File: src/rtl/delayed_write_sched.sv
// Round-robin scheduler that commits one delayed write at a time into a shared register.
// Define DELAYED_WRITE_ABORT_COUNT_EN to add the saturating abort_count output.
module delayed_write_sched #(
    parameter int NREQ = 2,
    parameter int DW   = 4,
    parameter int CW   = 4
) (
    input  logic                 clk,
    input  logic                 reset,
    input  logic [NREQ-1:0]      req,
    input  logic [NREQ*DW-1:0]   req_data,
    input  logic [NREQ*CW-1:0]   req_delay,
    input  logic                 cancel,
    output logic [NREQ-1:0]      grant,
    output logic                 busy,
    output logic [DW-1:0]        value,
    output logic                 done,
`ifdef DELAYED_WRITE_ABORT_COUNT_EN
    output logic [7:0]           abort_count,
`endif
    output logic                 aborted
);

    localparam int   PW      = (NREQ > 1) ? $clog2(NREQ) : 1;
    localparam logic ST_IDLE = 1'b0;
    localparam logic ST_WAIT = 1'b1;

    logic            r_state;
    logic [PW-1:0]   r_rr_ptr;
    logic [CW-1:0]   r_cnt;
    logic [DW-1:0]   r_data;
    logic [DW-1:0]   r_value;
    logic [NREQ-1:0] r_grant;
    logic            r_busy;
    logic            r_done;
    logic            r_aborted;

    logic            w_found;
    logic [PW-1:0]   w_winner;
    logic [NREQ-1:0] w_grant_vec;
    logic [DW-1:0]   w_sel_data;
    logic [CW-1:0]   w_sel_delay;

    // Round-robin pick: first requester after r_rr_ptr, wrapping modulo NREQ.
    always_comb begin
        w_found     = 1'b0;
        w_winner    = {PW{1'b0}};
        w_grant_vec = {NREQ{1'b0}};
        w_sel_data  = {DW{1'b0}};
        w_sel_delay = {CW{1'b0}};
        for (int i = 1; i <= NREQ; i++) begin
            for (int j = 0; j < NREQ; j++) begin
                if (!w_found && req[j] && (((int'(r_rr_ptr) + i) % NREQ) == j)) begin
                    w_found        = 1'b1;
                    w_winner       = PW'(j);
                    w_grant_vec[j] = 1'b1;
                    w_sel_data     = req_data[j*DW +: DW];
                    w_sel_delay    = req_delay[j*CW +: CW];
                end else begin
                    w_found = w_found;
                end
            end
        end
    end

    // Accept / count down / commit-or-abort state machine.
    always_ff @(posedge clk) begin
        if (reset) begin
            r_state   <= ST_IDLE;
            r_rr_ptr  <= PW'(NREQ - 1);
            r_cnt     <= {CW{1'b0}};
            r_data    <= {DW{1'b0}};
            r_value   <= {DW{1'b0}};
            r_grant   <= {NREQ{1'b0}};
            r_busy    <= 1'b0;
            r_done    <= 1'b0;
            r_aborted <= 1'b0;
        end else begin
            r_grant   <= {NREQ{1'b0}};
            r_done    <= 1'b0;
            r_aborted <= 1'b0;
            case (r_state)
                ST_IDLE: begin
                    if (w_found) begin
                        r_state  <= ST_WAIT;
                        r_grant  <= w_grant_vec;
                        r_data   <= w_sel_data;
                        r_cnt    <= w_sel_delay;
                        r_rr_ptr <= w_winner;
                        r_busy   <= 1'b1;
                    end
                end
                ST_WAIT: begin
                    // Cancel wins even when the countdown has reached zero.
                    if (cancel) begin
                        r_state   <= ST_IDLE;
                        r_busy    <= 1'b0;
                        r_aborted <= 1'b1;
                    end else if (r_cnt != {CW{1'b0}}) begin
                        r_cnt <= r_cnt - {{(CW-1){1'b0}}, 1'b1};
                    end else begin
                        r_state <= ST_IDLE;
                        r_busy  <= 1'b0;
                        r_value <= r_data;
                        r_done  <= 1'b1;
                    end
                end
                default: begin
                    r_state <= ST_IDLE;
                    r_busy  <= 1'b0;
                end
            endcase
        end
    end

`ifdef DELAYED_WRITE_ABORT_COUNT_EN
    logic [7:0] r_abort_count;

    // Saturating count of cancelled writes; cleared only by reset.
    always_ff @(posedge clk) begin
        if (reset) begin
            r_abort_count <= 8'd0;
        end else if ((r_state == ST_WAIT) && cancel && (r_abort_count != 8'hFF)) begin
            r_abort_count <= r_abort_count + 8'd1;
        end
    end

    assign abort_count = r_abort_count;
`endif

    assign grant   = r_grant;
    assign busy    = r_busy;
    assign value   = r_value;
    assign done    = r_done;
    assign aborted = r_aborted;

endmodule

File: config.mk
export PLATFORM = sky130hd
export DESIGN_NAME = delayed_write_sched
export DESIGN_NICKNAME = d
export VERILOG_FILES = /design/src/rtl/delayed_write_sched.sv
export SDC_FILE = /design/constraint.sdc
export NUM_CORES = 1
export LEC_CHECK = 0
export BUFFER_PORTS_ARGS = -buffer_cell sky130_fd_sc_hd__buf_2
export CORE_MARGIN = 2
export CORE_UTILIZATION = 28
export DETAILED_ROUTE_END_ITERATION = 10
export PLACE_DENSITY = 0.63
export SLEW_MARGIN = 5
export SYNTH_ARGS = -nofsm -noshare
export SYNTH_HDL_FRONTEND = slang
export SYNTH_SLANG_ARGS = --single-unit
File: constraint.sdc
create_clock -name clk -period 1.7 [get_ports clk]
set_clock_uncertainty 0.1 [all_clocks]
set_input_delay 0.34 -clock clk [delete_from_list [all_inputs] [get_ports clk]]
set_output_delay 0.34 -clock clk [all_outputs]
set_load 0.01 [all_outputs]
==> results of run 1 <==
==> placed cells by master (no fill, tap or decap), drive strengths merged, types with 2 or more instances in the layout <==
cell,n
nor3b,2
buf,35
clkbuf,4
inv,3
nor3,3
xnor2,2
a221o,3
dfxtp,19
nor2,8
nand3,7
o22ai,4
a211oi,4
a21oi,12
nand2,14
==> worst max-delay path, cell delays in order (launching register included) <==
cell and delay [ns]:
dfxtp_2 0.35, inv_2 0.07, ha_4 0.13, or3b_4 0.39, a21oi_4 0.27, a221o_1 0.17
a21oi_2 0.05
==> path summary, 6_finish.rpt <==
check                                      startpoint               endpoint  slack (ns)  cells after the start
worst max register to register  r_cnt[1]$_SDFFE_PP0P_  r_cnt[3]$_SDFFE_PP0P_        0.05                      6
worst max-delay path            r_cnt[1]$_SDFFE_PP0P_  r_cnt[3]$_SDFFE_PP0P_        0.05                      6
worst min-delay path                           cancel     aborted$_SDFF_PP0_        0.23                      2
worst min register to register  value[3]$_SDFFE_PP0P_  value[3]$_SDFFE_PP0P_        0.36                      2
==> cells by family (layout without fill, tap and decap cells) <==
| family | Yosys count | in the layout | synth area share (%) |
|---|---|---|---|
| AOI/OAI and AO/OA | 29 | 29 | 24.85 |
| xor gates and xnor gates | 2 | 2 | 2.084 |
| adders and majority gates | 1 | 1 | 1.488 |
| buffers and inverters | 8 | 42 | 4.316 |
| DFF | 19 | 19 | 45.24 |
| and+or+nand+nor | 38 | 38 | 22.03 |
==> stage by stage <==
step	instance area, um^2	util (%)	hold slack [ns]
floorplan	840.8	-	0.3439
global placement	1030	36.71	0.3492
detailed placement	1030	36.71	0.3493
CTS	1056	37.65	0.2098
global route	1092	38.94	0.2007
finish	1092	38.94	0.2255
==> flip-flops by register name (all words and copies together) (netlist names) <==
name      flops
done          1
r_cnt         4
r_data        4
r_state       1
busy          1
grant         2
r_rr_ptr      1
value         4
aborted       1
==> report_power, final <==
group / internal [mW] / total [mW] / switching (mW)
sequential: 0.482 / 0.510 / 0.0280
clock: 0.0915 / 0.229 / 0.138
combinational: 0.131 / 0.263 / 0.132
==> final cells by class <==
class | count | area, um^2
timing repair buffer | 35 | 190.2
tap | 31 | 38.79
sequential | 19 | 381.6
clock buffer | 4 | 26.28
fill | 301 | 1713
multi-input combinational | 70 | 444.2
inverter | 3 | 11.26
==> timing repair <==
action,in CTS,in global routing
gates resized for setup,0,7
endpoints found under the hold margin,0,0
setup endpoints to repair,0,4
buffers inserted,0,2
hold buffers,0,0
==> metal layers <==
metal / global-route usage, % / wire length, um / vias to the layer above / share of wire, %
met3: 3.736 / 124 / 3 / 6.2
met4: 4.870 / 25 / 0 / 1.2
met2: 19.21 / 927 / 22 / 46
li1: - / - / 415 / -
met5: 0 / 0 / - / 0
met1: 16.24 / 930 / 370 / 46
==> metrics.md, run 1 <==
| Metric | Value |
|---|---|
| Asr flop ratio synth | `0%` |
| MaxCap Viol Count | `0` |
| Critical Setup Path Class | `reg -> reg` |
| Drt drc | `1` |
| Antenna viol nets, final | `0` |
| Fin crit share | `96.91%` |
| CP startpoint kind | `flip-flop` |
| DR WL/cell | `12.40 um` |
| Worst hold path class | `in -> reg` |
| DP HPWL | `1524 um` |
| Vias in the first global route | `776` |
| Die footprint | `0.003457 mm^2` |
| Largest net degree at the start of global routing | `20` |
| Num CTS Buffers | `3` |
| Area share of the largest cell type after synthesis | `45.24%` |
| Crit path max fanout | `8` |
| Final slew viol count | `0` |
| Post-Syn Area per Cell | `8.668 um^2` |
| Synth top cells by count | `dfxtp_1, nand2_1, a21oi_1, nor2_1, nand3_1` |
| Total via count in the routed design | `810` |
| H-tree lvl count | `1` |
| Max-slew headroom | `74.69%` |
| Most common cell in the netlist | `dfxtp_1` |
| P_leak | `0.4599 nW` |
| Setup-failing EPs final | `0` |
| Arr. time, crit path | `1.73 ns` |
| Synth area leaders | `dfxtp_1, a21oi_1, nand2_1` |
| CTS clk-pin slew, worst paths | `0.10 ns` |
| CTS Root Cell | `clkbuf_4` |
| Max clock buf depth | `2` |
| Non-Filler Instances | `162` |
| Clock sink count | `19` |
| DR pass1 iterations | `7` |
| Initial antenna violation count | `0` |
| Post-placement setup slack | `0.02416 ns` |
| Syn Inst Count | `97` |
| Routed WL | `2008 um` |
| Distinct cells, synth | `30` |
| Flops & latches, synth | `19` |
| CTS tree | `done` |
| Fmax | `0.6070 GHz` |
| Clk_lat worst skew | `0.30 ns` |
| CP Capture Type | `flip-flop` |
| Via density | `5.000` |
| Initial Util | `29.97%` |
| Cell Rows | `19` |
| DIE HEIGHT | `58.80 um` |
| Area growth syn-to-layout | `29.91%` |
| Actual slew at the worst max-slew pin | `0.3788 ns` |
| GPL Wtd Cong | `0.7221` |
| Synth area leader | `dfxtp_1` |
| GR Util All Layers | `12.44%` |
| Antenna diode instance count | `0` |
| Failing checks | `DRC` |
| Grt total ovfl | `0` |
| Placed cell count | `156` |
| Ports | `30` |
| Power Total | `1.002 mW` |
| Proportion of layout cells with a drive suffix above 1 | `38.93%` |
| Width of the chip | `58.80 um` |
| Status | `finished with violations` |
| Final setup TNS | `0 ns` |
| WP data required | `1.79 ns` |
| Register area share after synthesis | `45.24%` |
| PD cells | `917.4 mW/mm^2` |
| First-pass GRT wire length | `3360 um` |
| RSZ-0062 raised after global routing | `yes` |
| Final Critical Period | `1.647 ns` |
| Post-synth EDFFs | `0` |
| Final hold vios | `0` |
| Core area | `0.002805 mm^2` |
| Main flop type after synthesis | `dfxtp_1` |
| Final net count | `154` |
| DR iter-0 viols | `21` |
| Netlist Area Pre-Place | `840.8 um^2` |
| Ys Warns | `0` |
| Port bufs | `29` |
| VDD IR max | `0.0004144 V` |
| Syn_nets | `119` |
| Final WS setup | `0.05252 ns` |
Note: power is estimated with default switching activity, not from simulation.
==> inputs of run 2 (changes only) <==
Settings changed: ABC_AREA from default to 1, PLACE_DENSITY 0.63 to 0.62.
==> run 2 against run 1 <==
Compared with the run above: the run now ends clean; power is 0.78% lower; wire length is 2.5% higher; fmax is 17% higher; final cell count is 23% higher; utilization is 2.2 points lower; count of clock-buffer cells in the layout is 1 lower; clock power is 3% higher; critical endpoint is now r_cnt[1]$_SDFFE_PP0P_; largest power group unchanged; highest routed layer unchanged.
==> metrics.md, run 2 <==
| Metric | Value |
|---|---|
| Hold_sp | `reset` |
| CP max stage delay | `0.32 ns (-0.07 ns)` |
| Width of the chip | `60.37 um (+2.7%)` |
| Clock sink count | `19 (unchanged)` |
| Crit-path cells | `inv_1 -> ha_1 -> nand3_1 -> nand2_2 -> nand2_2 -> o21ai_0 -> nor2_1` |
| Synth top cells by count | `nand2_1, dfxtp_1, nor2_1, nand3_1, o21ai_0` |
| H-tree lvl count | `1 (unchanged)` |
| DR WL/cell | `10.29 um (-17%)` |
| Syn Inst Count | `125 (+29%)` |
| GR Util All Layers | `13.03% (+0.59 points)` |
| CP startpoint kind | `flip-flop` |
| Final net count | `179 (+16%)` |
| CTS resizes | `0 (unchanged)` |
| Fmax | `0.7088 GHz (+17%)` |
| Antenna viol nets, final | `0 (unchanged)` |
| VDD IR max | `0.0002121 V (-49%)` |
| Synth area leaders | `dfxtp_1, nand2_1, nand3_1` |
| Final slew viol count | `0 (unchanged)` |
| PD cells | `894.9 mW/mm^2 (-2.5%)` |
| CTS Root Cell | `clkbuf_4` |
| CTS Hold Bufs | `0 (unchanged)` |
| Critical path buffers and inverters | `1 (unchanged)` |
| Num CTS Buffers | `3 (unchanged)` |
| Total via count in the routed design | `917 (+13%)` |
| Flops & latches, synth | `19 (unchanged)` |
| Cell Rows | `20 (+1)` |
| DR pass1 iterations | `4 (-3)` |
| Synth area leader | `dfxtp_1` |
| MaxCap Viol Count | `0 (unchanged)` |
| Area growth syn-to-layout | `24.90%` |
| Crit path top cell by count | `nand2_2` |
| Distinct cells, synth | `20 (-33%)` |
| Setup-failing EPs final | `0 (unchanged)` |
| Area share of the largest cell type after synthesis | `42.76% (-2.5 points)` |
| Actual slew at the worst max-slew pin | `0.4092 ns (+0.03043 ns)` |
| Hold Crit Depth | `2 (unchanged)` |
| Proportion of layout cells with a drive suffix above 1 | `28.85% (-10 points)` |
| Vias in the first global route | `834 (+7.5%)` |
| Arr. time, crit path | `1.51 ns (-0.22 ns)` |
| Post-synth EDFFs | `0 (unchanged)` |
| Syn_nets | `147 (+24%)` |
| Clk pwr share | `23.9% (+1.0 points)` |
| Final WS setup | `0.2892 ns (+0.2367 ns)` |
| DR iter-0 viols | `22 (+4.8%)` |
| R2R Setup Slk | `0.29 ns (+0.24 ns)` |
| Hold slack final | `0.1303 ns (-0.09519 ns)` |
| Post-Syn Area per Cell | `7.117 um^2 (-18%)` |
| WP data required | `1.80 ns (about the same)` |
| CTS tree | `done` |
| Main flop type after synthesis | `dfxtp_1` |
| Largest net degree at the start of global routing | `17 (-15%)` |
| Clk_lat worst skew | `0.31 ns (about the same)` |
| Sw frac | `32.15% (+2.4 points)` |
| Fin crit share | `82.99% (-14 points)` |
| Initial Util | `29.38% (-0.59 points)` |
| Ports | `30 (unchanged)` |
| Core area | `0.003028 mm^2 (+7.9%)` |
| Pint | `674.6 uW (-4.2%)` |
| Netlist Area Pre-Place | `889.6 um^2 (+5.8%)` |
| Reg-to-Reg Start | `r_cnt[0]$_SDFFE_PP0P_` |
| CP startpoint | `r_cnt[0]$_SDFFE_PP0P_` |
| DP HPWL | `1587 um (+4.1%)` |
| Largest delay share family, worst path | `simple AND/OR/NAND/NOR gates` |
| Via density | `4.585 (-8.3%)` |
| Worst hold path class | `in -> reg` |
| Status | `completed` |
| Most common cell in the netlist | `nand2_1` |
| CP Capture Type | `flip-flop` |
| Critical Setup Path Class | `reg -> reg` |
| Worst Hold Endpoint | `r_state$_SDFF_PP0_` |
| DIE HEIGHT | `60.37 um (+2.7%)` |
| Grt total ovfl | `0 (unchanged)` |
| Drt drc | `0 (-1)` |
| GPL Wtd Cong | `0.7953 (+10%)` |
| R2R depth | `7 (+1)` |
| Stages on the worst setup path | `7 (+1)` |
| Register area share after synthesis | `42.76% (-2.5 points)` |
| Power Total | `994.3 uW (-0.78%)` |
| Max clock buf depth | `2 (unchanged)` |
| First-pass GRT wire length | `3560 um (+6.0%)` |
| Post-placement setup slack | `0.2991 ns (+0.2750 ns)` |
| Ys Warns | `0 (unchanged)` |
| Post-CTS Setup Bufs | `0 (unchanged)` |
| Comb power frac | `25.0% (-1.3 points)` |
| P_leak | `0.5593 nW (+22%)` |
| Psw | `319.6 uW (+7.4%)` |
| Final hold vios | `0 (unchanged)` |
| Commonest cells after routing, fill and taps aside | `buf_2, nand2_1, dfxtp_1` |
| Initial antenna violation count | `0 (unchanged)` |
| Final Critical Period | `1.411 ns (-0.2367 ns)` |
| Routed WL | `2058 um (+2.5%)` |
| Final setup TNS | `0 ns (unchanged)` |
| Max-slew headroom | `72.69% (-2.0 points)` |
| Crit path max fanout | `6 (-2)` |
| RSZ-0062 raised after global routing | `no` |
| Asr flop ratio synth | `0% (unchanged)` |
| Reg2reg end | `r_cnt[1]$_SDFFE_PP0P_` |
| Die footprint | `0.003644 mm^2 (+5.4%)` |
| Seq pwr share | `51.1% (+0.3 points)` |
| CTS clk-pin slew, worst paths | `0.12 ns (+0.02 ns)` |
| Port bufs | `29 (unchanged)` |
| Slowest CP cell | `dfxtp_1` |
| Commonest non-fill, non-tap cell in the layout | `buf_2` |
| Placed cell count | `196 (+26%)` |
| Non-Filler Instances | `200 (+23%)` |
| Antenna diode instance count | `0 (unchanged)` |
-- run 2: changes by cell type after synthesis, sizes merged, moves of 4 or more --
| cell | before | now |
|---|---|---|
| inv | 3 | 13 |
| o22ai | 4 | 0 |
| nor2 | 8 | 18 |
| a211oi | 4 | 0 |
| nand2 | 14 | 30 |
| nand3 | 7 | 14 |
| o21ai | 1 | 13 |
| a21oi | 12 | 6 |
-- run 2: stage by stage --
stage                     instance area (um^2)  utilization (%)
after floorplan                          889.6                -
after global routing                      1111            36.69
after global placement                    1081            35.70
after detailed placement                  1081            35.70
after CTS                                 1111            36.69
final                                     1111            36.69
-- run 2: layer usage --
layer | vias up | track usage, % | share of wire (%)
met5 | - | 0 | 0
met4 | 0 | 6.984 | 1.2
met3 | 3 | 1.279 | 6.6
met2 | 38 | 20.34 | 45
met1 | 406 | 17.75 | 47
li1 | 470 | - | -
-- run 2: kinds of logic after synthesis --
logic type      synth area share (%)
compound gates                 13.92
simple gates                   34.60
fa+ha+maj                      1.406
buf+inv                        7.313
flops                          42.76
-- run 2: how the worst max path moves through the flow --
stage / endpoint / slack [ns]
finish: r_cnt[1]$_SDFFE_PP0P_ / 0.29
global route: r_cnt[1]$_SDFFE_PP0P_ / 0.14
CTS: r_cnt[1]$_SDFFE_PP0P_ / 0.28
detailed placement: r_cnt[1]$_SDFFE_PP0P_ / 0.30
global placement: r_cnt[1]$_SDFFE_PP0P_ / 0.36
floorplan: r_cnt[1]$_SDFFE_PP0P_ / 0.43
-- run 2: layout make-up --
type	count	area, um^2
Fill cell	323	1917
Multi-Input combinational cell	90	444.2
Sequential cell	19	380.4
Timing Repair Buffer	30	152.6
Tap cell	44	55.05
Inverter	13	48.80
Clock buffer	3	22.52
Clock inverter	1	7.507
-- run 2: worst reg2reg max path: stages, from the launching register on --
cell and delay (ns):
dfxtp_1 0.32, inv_1 0.10, ha_1 0.23, nand3_1 0.11, nand2_2 0.12, nand2_2 0.09, o21ai_0 0.18, nor2_1 0.06
-- run 2: power by group through the flow --
stage	clock, mW	sequential (mW)	combinational [mW]
after global routing	0.259	0.514	0.291
after floorplan	0	0.520	0.169
after CTS	0.246	0.509	0.251
after global placement	0	0.518	0.244
final	0.237	0.508	0.249
after detailed placement	0	0.519	0.248
==> inputs of run 3 (changes only) <==
Settings changed: ABC_AREA 1 to 0, PLACE_DENSITY 0.62 to 0.61.
Clock period 1.7 ns to 1.4 ns, I/O delays scaled along.
==> run 3 against run 2 <==
Compared with the run above: setup slack worse by 0.51 ns; the run now ends with setup timing left; global-route usage grew 0.42 points; final cell count fell by 16%; highest routed layer unchanged; sequential power up 20%; power is 29% higher; via count is 8.9% lower; clock power rose by 23%; cell area is 5.5% higher; largest cell class unchanged; fmax fell by 13%.
==> metrics.md, run 3 (synthesis results as in run 1) <==
| Metric | Value |
|---|---|
| First-pass GRT wire length | `3594 um (+0.96%)` |
| CTS Root Cell | `clkbuf_4` |
| DR pass1 iterations | `2 (-2)` |
| Commonest non-fill, non-tap cell in the layout | `buf_2` |
| Antenna viol nets, final | `0 (unchanged)` |
| P_leak | `0.5042 nW (-9.8%)` |
| Antenna diode instance count | `0 (unchanged)` |
| Multi-input logic area | `465.4 um^2 (+4.8%)` |
| Hold slack final | `0.1533 ns (+0.02297 ns)` |
| Final net count | `161 (-10%)` |
| Actual slew at the worst max-slew pin | `0.3668 ns (-0.04237 ns)` |
| DIE HEIGHT | `58.80 um (-2.6%)` |
| Post-layout util | `41.79% (+5.1 points)` |
| Ports | `30 (unchanged)` |
| DR WL/cell | `12.67 um (+23%)` |
| DP HPWL | `1571 um (-1.0%)` |
| FF/Latch Area | `382.9 um^2 (+0.66%)` |
| CP max stage delay | `0.40 ns (+0.08 ns)` |
| Final Critical Period | `1.621 ns (+0.2103 ns)` |
| Slowest CP cell | `or3b_4` |
| CP endpoint | `r_cnt[3]$_SDFFE_PP0P_` |
| Critical Setup Path Class | `reg -> reg` |
| Clock sink count | `19 (unchanged)` |
| MaxCap Viol Count | `0 (unchanged)` |
| RSZ-0062 raised after global routing | `yes` |
| CP startpoint | `r_cnt[0]$_SDFFE_PP0P_` |
| Initial antenna violation count | `0 (unchanged)` |
| CTS clk-pin slew, worst paths | `0.11 ns (about the same)` |
| R2R depth | `6 (-1)` |
| Max clock buf depth | `2 (unchanged)` |
| Initial Util | `29.97% (+0.59 points)` |
| Grt total ovfl | `0 (unchanged)` |
| Reg2reg end | `r_cnt[3]$_SDFFE_PP0P_` |
| Failing checks | `setup timing` |
| Final slew viol count | `0 (unchanged)` |
| Reg-to-Reg Start | `r_cnt[0]$_SDFFE_PP0P_` |
| CP Capture Type | `flip-flop` |
| Port bufs | `29 (unchanged)` |
| PD cells | `1098 mW/mm^2 (+23%)` |
| Stages on the worst setup path | `6 (-1)` |
| Crit path max fanout | `8 (+2)` |
| Width of the chip | `58.80 um (-2.6%)` |
| Die footprint | `0.003457 mm^2 (-5.1%)` |
| WP data required | `1.49 ns (-0.31 ns)` |
| Cell Rows | `19 (-5.0%)` |
| Arr. time, crit path | `1.71 ns (+0.20 ns)` |
| Core area | `0.002805 mm^2 (-7.4%)` |
| Status | `finished with violations` |
| Fillers | `298 (-7.7%)` |
| Routed WL | `2142 um (+4.1%)` |
| Area growth syn-to-layout | `39.43%` |
| Final hold vios | `0 (unchanged)` |
| Total via count in the routed design | `835 (-8.9%)` |
| Fin crit share | `115.8% (+33 points)` |
| DR iter-0 viols | `10 (-55%)` |
| CP startpoint kind | `flip-flop` |
| Worst hold path class | `in -> reg` |
| GPL Wtd Cong | `0.7345 (-7.6%)` |
| Clk_lat worst skew | `0.30 ns (about the same)` |
| Vias in the first global route | `819 (-1.8%)` |
| Commonest cells after routing, fill and taps aside | `buf_2, dfxtp_1, buf_4` |
| Crit-path cells | `inv_2 -> ha_4 -> or3b_4 -> a21oi_4 -> a221o_1 -> a21oi_2` |
| Final WS setup | `-0.2211 ns (-0.5103 ns)` |
| Drt drc | `0 (unchanged)` |
| GR Util All Layers | `13.45% (+0.42 points)` |
| CTS tree | `done` |
| Setup-failing EPs final | `9 (+9)` |
| R2R Setup Slk | `-0.22 ns (-0.51 ns)` |
| CTS Hold Bufs | `0 (unchanged)` |
| Fmax | `0.6169 GHz (-13%)` |
| Largest delay share family, worst path | `compound AO/OA/AOI/OAI gates` |
| Largest net degree at the start of global routing | `20 (+3)` |
| H-tree lvl count | `1 (unchanged)` |
| Via density | `4.941 (+7.8%)` |
| VDD IR max | `0.0004555 V (+110%)` |
| Proportion of layout cells with a drive suffix above 1 | `46.38% (+18 points)` |
| Max-slew headroom | `75.54% (+2.9 points)` |
| Num CTS Buffers | `3 (unchanged)` |
| Critical path buffers and inverters | `1 (unchanged)` |
## run 3: changes by cell type in the layout (fill, tap and decap cells not counted), sizes merged, moves of 4 or more
cell | previous run | this run
a211oi | 0 | 4
a21oi | 6 | 12
buf | 30 | 42
inv | 13 | 3
nand2 | 30 | 14
nand3 | 14 | 7
nor2 | 18 | 8
o21ai | 13 | 1
o22ai | 0 | 4
## run 3: power by group
group / leakage, nW / switching (mW) / total, mW / internal [mW]
Combinational: 0.329 / 0.188 / 0.385 / 0.197
Clock: 0.0177 / 0.184 / 0.291 / 0.107
Sequential: 0.157 / 0.0261 / 0.611 / 0.585
## run 3: area by class of cell
type / count / area share [%]
Timing Repair Buffer: 42 / 21.02
Clock buffer: 3 / 1.921
Sequential cell: 19 / 32.66
Clock inverter: 1 / 0.4269
Tap cell: 31 / 3.308
Multi-Input combinational cell: 70 / 39.70
Inverter: 3 / 0.9605
## run 3: through the flow
| stage | setup WS [ns] | total power [mW] | TNS [ns] | area (um^2) | cells |
|---|---|---|---|---|---|
| after global routing | -0.2750 | 1.367 | -1.577 | 1172 | 169 |
| after detailed placement | -0.2065 | 0.9703 | -0.8475 | 1102 | 163 |
| after floorplan | -0.1326 | 0.8352 | -0.4474 | 860.8 | 97 |
| after CTS | -0.1985 | 1.279 | -0.7559 | 1144 | 168 |
| final | -0.2211 | 1.287 | -0.9829 | 1172 | 169 |
| after global placement | -0.1352 | 0.9591 | -0.6634 | 1102 | 163 |
## run 3: how the worst min path moves through the flow
stage / from / depth (start not counted) / slack, ns / endpoint
finish: cancel / 2 / 0.15 / aborted$_SDFF_PP0_
global route: cancel / 2 / 0.15 / aborted$_SDFF_PP0_
CTS: cancel / 2 / 0.14 / aborted$_SDFF_PP0_
detailed placement: value[2]$_SDFFE_PP0P_ / 2 / 0.35 / value[2]$_SDFFE_PP0P_
global placement: value[0]$_SDFFE_PP0P_ / 2 / 0.35 / value[0]$_SDFFE_PP0P_
floorplan: r_data[0]$_SDFFE_PP0P_ / 2 / 0.34 / value[0]$_SDFFE_PP0P_
## run 3: what timing repair did
item                       4_1_cts  5_1_grt
setup buffers                    1        1
gates resized for setup          1        7
pin swaps                        2        2
setup endpoints to repair       10       12
## run 3: metal layers
metal	GRT usage [%]	share of wire (%)	vias up	wire (um)
met5	0	0	-	0
met4	4.870	1.4	0	29
met3	3.077	5.8	3	124
met2	21.75	47	22	1006
met1	17.53	46	381	981
li1	-	-	429	-
